`config.mk`:
```
export PLATFORM = sky130hd
export DESIGN_NAME = relay_credit_tx
export DESIGN_NICKNAME = d
export VERILOG_FILES = /design/src/rtl/relay_pkg.sv /design/src/rtl/relay_pipe_stage.sv /design/src/rtl/relay_credit_tx.sv
export SDC_FILE = /design/constraint.sdc
export NUM_CORES = 1
export LEC_CHECK = 0
export BUFFER_PORTS_ARGS = -buffer_cell sky130_fd_sc_hd__buf_2
export CORE_MARGIN = 10
export CORE_UTILIZATION = 48
export DETAILED_ROUTE_END_ITERATION = 10
export PLACE_DENSITY = 0.82
export REMOVE_ABC_BUFFERS = 1
export SLEW_MARGIN = 30
export SYNTH_ARGS = -nofsm -noshare
export SYNTH_HDL_FRONTEND = slang
export SYNTH_HIERARCHICAL = 1
export SYNTH_SLANG_ARGS = --single-unit
```
`constraint.sdc`:
```
create_clock -name clk -period 3.03 [get_ports clk]
set_clock_uncertainty 0.1 [all_clocks]
set_input_delay 0.303 -clock clk [delete_from_list [all_inputs] [get_ports clk]]
set_output_delay 0.303 -clock clk [all_outputs]
set_load 0.01 [all_outputs]
```
`src/rtl/relay_pkg.sv`:
```
// Shared types and helpers for the credit-based relay link.
// Holds the transmitter state encoding and width functions.
package relay_pkg;

    typedef enum logic [1:0] {
        ST_RUN   = 2'd0,
        ST_STALL = 2'd1,
        ST_ERR   = 2'd2
    } relay_state_e;

    function automatic int credit_w(input int credits);
        return $clog2(credits + 1);
    endfunction

    // A valid-only stage still needs a one-bit payload port.
    function automatic int pipe_w(input int dw);
        return (dw > 0) ? dw : 1;
    endfunction

endpackage

```
`src/rtl/relay_pipe_stage.sv`:
```
// One register stage of the relay link: valid bit plus an optional
// payload that only loads when the incoming valid is set.
module relay_pipe_stage
    import relay_pkg::*;
#(
    parameter int DATA_WIDTH = 32
) (
    input  logic                              clk,
    input  logic                              rst_n,
    input  logic                              valid_i,
    input  logic [pipe_w(DATA_WIDTH)-1:0]     data_i,
    output logic                              valid_o,
    output logic [pipe_w(DATA_WIDTH)-1:0]     data_o
);

    (* dont_touch = "true" *) logic valid_q;

    always_ff @(posedge clk or negedge rst_n) begin
        if (!rst_n) begin
            valid_q <= 1'b0;
        end else begin
            valid_q <= valid_i;
        end
    end

    assign valid_o = valid_q;

    generate
        if (DATA_WIDTH > 0) begin : g_data
            (* dont_touch = "true" *) logic [DATA_WIDTH-1:0] data_q;

            always_ff @(posedge clk) begin
                if (valid_i) begin
                    data_q <= data_i;
                end
            end

            assign data_o = data_q;
        end else begin : g_nodata
            logic unused_data;
            assign unused_data = ^data_i;
            assign data_o      = '0;
        end
    endgenerate

endmodule

```
`src/rtl/relay_credit_tx.sv`:
```
// Credit-based transmitter: launches payloads down a registered link
// and tracks receiver buffer credits returned on a matching path.
module relay_credit_tx
    import relay_pkg::*;
#(
    parameter int DATA_WIDTH = 32,
    parameter int LEVEL      = 2,
    parameter int CREDITS    = 8
) (
    input  logic                            clk,
    input  logic                            reset,
    output logic                            if_full_n,
    input  logic                            if_write_ce,
    input  logic                            if_write,
    input  logic [DATA_WIDTH-1:0]           if_din,
    output logic                            link_valid,
    output logic [DATA_WIDTH-1:0]           link_data,
    input  logic                            link_credit,
    output logic [credit_w(CREDITS)-1:0]    credit_avail,
    output logic                            err_overflow
);

    localparam int            CW   = credit_w(CREDITS);
    localparam logic [CW-1:0] CMAX = CW'(CREDITS);

    logic          push;
    logic          overflow;
    logic [CW-1:0] cnt_q;
    logic [CW-1:0] cnt_d;

    relay_state_e  state_q;
    relay_state_e  state_d;

    (* dont_touch = "true" *) logic                  launch_v_q;
    (* dont_touch = "true" *) logic [DATA_WIDTH-1:0] launch_d_q;
    (* dont_touch = "true" *) logic                  credit_q;

    logic                  fwd_v [LEVEL+1];
    logic [DATA_WIDTH-1:0] fwd_d [LEVEL+1];
    logic                  ret_v [LEVEL+1];

    assign push = if_write & if_write_ce & if_full_n;

    always_ff @(posedge clk or negedge reset) begin
        if (!reset) begin
            launch_v_q <= 1'b0;
        end else begin
            launch_v_q <= push;
        end
    end

    always_ff @(posedge clk) begin
        if (push) begin
            launch_d_q <= if_din;
        end
    end

    assign fwd_v[0] = launch_v_q;
    assign fwd_d[0] = launch_d_q;
    assign ret_v[0] = link_credit;

    generate
        for (genvar i = 0; i < LEVEL; i++) begin : g_fwd
            relay_pipe_stage #(
                .DATA_WIDTH (DATA_WIDTH)
            ) u_fwd (
                .clk     (clk),
                .rst_n   (reset),
                .valid_i (fwd_v[i]),
                .data_i  (fwd_d[i]),
                .valid_o (fwd_v[i+1]),
                .data_o  (fwd_d[i+1])
            );
        end

        for (genvar i = 0; i < LEVEL; i++) begin : g_ret
            logic unused_ret_d;

            relay_pipe_stage #(
                .DATA_WIDTH (0)
            ) u_ret (
                .clk     (clk),
                .rst_n   (reset),
                .valid_i (ret_v[i]),
                .data_i  (1'b0),
                .valid_o (ret_v[i+1]),
                .data_o  (unused_ret_d)
            );
        end
    endgenerate

    assign link_valid = fwd_v[LEVEL];
    assign link_data  = fwd_d[LEVEL];

    always_ff @(posedge clk or negedge reset) begin
        if (!reset) begin
            credit_q <= 1'b0;
        end else begin
            credit_q <= ret_v[LEVEL];
        end
    end

    // A credit landing on a full counter is dropped and flagged.
    assign overflow = credit_q & ~push & (cnt_q == CMAX);

    always_comb begin
        cnt_d = cnt_q;
        if (push & ~credit_q) begin
            cnt_d = cnt_q - CW'(1);
        end else if (credit_q & ~push & (cnt_q != CMAX)) begin
            cnt_d = cnt_q + CW'(1);
        end
    end

    always_ff @(posedge clk or negedge reset) begin
        if (!reset) begin
            cnt_q <= CMAX;
        end else begin
            cnt_q <= cnt_d;
        end
    end

    assign if_full_n    = (cnt_q != '0);
    assign credit_avail = cnt_q;

    always_ff @(posedge clk or negedge reset) begin
        if (!reset) begin
            state_q <= ST_RUN;
        end else begin
            state_q <= state_d;
        end
    end

    always_comb begin
        state_d = state_q;
        unique case (state_q)
            ST_RUN: begin
                if (cnt_d == '0) begin
                    state_d = ST_STALL;
                end
            end
            ST_STALL: begin
                if (credit_q) begin
                    state_d = ST_RUN;
                end
            end
            ST_ERR: begin
                state_d = ST_ERR;
            end
            default: begin
                state_d = ST_RUN;
            end
        endcase
        if (overflow) begin
            state_d = ST_ERR;
        end
    end

    always_comb begin
        err_overflow = (state_q == ST_ERR);
    end

endmodule
```
==> out/qor.yml <==
global_route:
  grt_pass1_vias: 1689
  grt_first_pass_wirelength_microns: 8830
  grt_start_max_net_pins: 34
  gr-usage-all-layers_pct: 10.3
  grt.overflow.total: 0
  antenna_found_initial: 0
worst_setup_path:
  max_stage_delay_ns: 0.46
  endpoint_kind: "flop"
  path_max_fanout: 18
  path_class: "reg -> reg"
  cp_top_family: "simple AND/OR/NAND/NOR gates"
  crit_chain: "inv_1 -> ha_1 -> nor3b_2 -> nor2_4 -> mux2_1 -> a2bb2oi_1 -> o32ai_2"
  cp.arrival_ns: 2.45
  critPathLaunchType: "flop"
  worst-path-buf-inv: 1
  cp.required_ns: 3.16
  cp_slowest_cell: "dfrtp_1"
detailed_routing:
  dr.first_iter.drc_count: 61
  remaining_drc_errors: 0
  wl_met1_microns: 2230
  viasPerCell: 4.57
  num_vias: 1636
  wl_per_cell_microns: 15.5
  dr_wl_met2_microns: 2760
  dr.max_layer_used: "met4"
  routed_wl_microns: 5560
  drtAntennaViolNets: 0
  met3_length_microns: 471
  dr.pass1.iters: 4
cells_and_area:
  antenna_cells: 0
  post-route-util_pct: 60.6
  nets: 293
  drive_gt1_share_pct: 39.8
  synthToLayoutAreaGrowth_pct: 23.8
clocking:
  cts-root-buf: "clkbuf_8"
  cts_buffers: 9
  cts_tree: "yes"
  clockBufferDepth: 2
  clkLatencyLatePin_ns: 0.36
  clk_pin_slew_ns: 0.10
  cts_resized: 0
  cts.htree.levels: 3
  cts_sinks: 108
yosys:
  syn_avg_cell_area_sq_um: 22.2
  syn_area_sq_um: 3510
  ys_warn_count: 6
  synthCells: 158
sta:
  worst_pin_slew_ns: 0.462
  fmax_mhz: 431
  drv_slew: 0
  rsz0062_at_grt: "false"
  fin_ws_ns: 0.709
  setup_violations: 0
  fin_crit_ns: 2.32
  timing.final.crit_share_pct: 76.6
  finalHoldViolCount: 0
  slew_headroom_pct: 69.2
power_and_ir_drop:
  ir_worst_vdd_v: 0.000298
  power_density_nw_per_um2: 770
  leakage_nw: 1.63
floorplan:
  initial_core_util_pct: 48.9
  rows: 31
  die_w_microns: 106
  core_area_sq_um: 7180
  die_h_microns: 106
  dieArea_sq_um: 11100
  io-pin-count: 76
min_path:
  hold_class: "in -> reg"
placed_design:
  place_worst_setup_slack_ns: 0.686
  gp_congestion: 0.690
  numPortBuffers: 75
  dpl.hpwl_microns: 3970
flow_run:
  max_cap_violations: 0
run_status:
  status: "finished, final reports clean"
## repair_timing
action                                 4_1_cts  5_1_grt
endpoints found under the hold margin       19        0
setup buffers                                0        0
hold buffers                                 8        0
## placed cells by master (no fill, tap or decap), drive strengths merged
master / count
bufinv: 2
dlygate4sd3: 8
mux2i: 1
and3: 1
o32ai: 1
nor3: 2
buf: 78
and2: 1
clkbuf: 9
nor2: 7
and3b: 1
a21oi: 1
or4b: 1
inv: 5
mux2: 2
a2111oi: 1
dfstp: 1
a31o: 1
dfrtp: 11
nand2: 7
nor3b: 1
nand3: 5
a2bb2oi: 1
o21a: 1
nand2b: 1
edfxtp: 96
xnor2: 1
clkinv: 2
a31oi: 2
o21ai: 4
ha: 2
clkinvlp: 2
## cell type report
cell class,instances,area (sq um)
Timing Repair Buffer,86,478
Clock buffer,9,124
Sequential cell,108,3180
Tap cell,99,124
Fill cell,503,2830
Clock inverter,7,111
Inverter,4,15.0
Multi-Input combinational cell,45,312
## per-stage QoR
step	TNS, ns	cell area, sq um	hold slack (ns)	instances	power (mW)
6_report	0	4350	0.0184	358	3.35
5_1_grt	0	4350	0.00566	358	3.51
4_1_cts	0	4350	0.000409	358	3.38
3_5_place_dp	0	4030	0.0969	334	2.43
3_3_place_gp	0	4030	0.0998	334	2.40
2_1_floorplan	-0.341	3500	-0.0926	157	2.23
## worst register-to-register path, delay by kind of cell, from the launching register on
family	cells	cell delay, ns
compound gates	2	0.29
fa+ha+maj	1	0.28
buf+inv	1	0.09
flops	1	0.46
mux	1	0.37
simple gates	2	0.61
## metal layers
layer / GRT usage (%) / up-vias
met5: 0 / -
met4: 5.80 / 0
met3: 3.53 / 9
met2: 16.7 / 55
met1: 11.8 / 770
li1: - / 802
## power breakdown
| group | internal (mW) | switching [mW] |
|---|---|---|
| registers | 1.83 | 0.0884 |
| clock network | 0.479 | 0.479 |
| logic | 0.203 | 0.272 |
## worst paths after layout
path                                                  startpoint                          endpoint  slack [ns]  depth (start not counted)
worst max-delay path                   credit_avail[0]$_DFF_PN0_            state_q[0]$_DFFE_PN0P_        0.71                          7
worst min-delay path                                   if_din[2]           launch_d_q[2]$_DFFE_PP_        0.02                          1
worst max register to register         credit_avail[0]$_DFF_PN0_            state_q[0]$_DFFE_PN0P_        0.71                          7
worst min register to register  g_ret[0].u_ret/valid_o$_DFF_PN0_  g_ret[1].u_ret/valid_o$_DFF_PN0_        0.26                          0
max in group asynchronous                                  reset         credit_avail[3]$_DFF_PN1_        2.32                          2
min in group asynchronous                                  reset            state_q[1]$_DFFE_PN0P_        0.24                          2
## sequential cells by signal, indices dropped and copies added (netlist names)
name / cells
g_fwd.u_fwd/data_o: 64
credit_q: 1
state_q: 2
g_fwd.u_fwd/valid_o: 2
launch_d_q: 32
launch_v_q: 1
credit_avail: 4
g_ret.u_ret/valid_o: 2
Power figures use the tool's default switching activity.
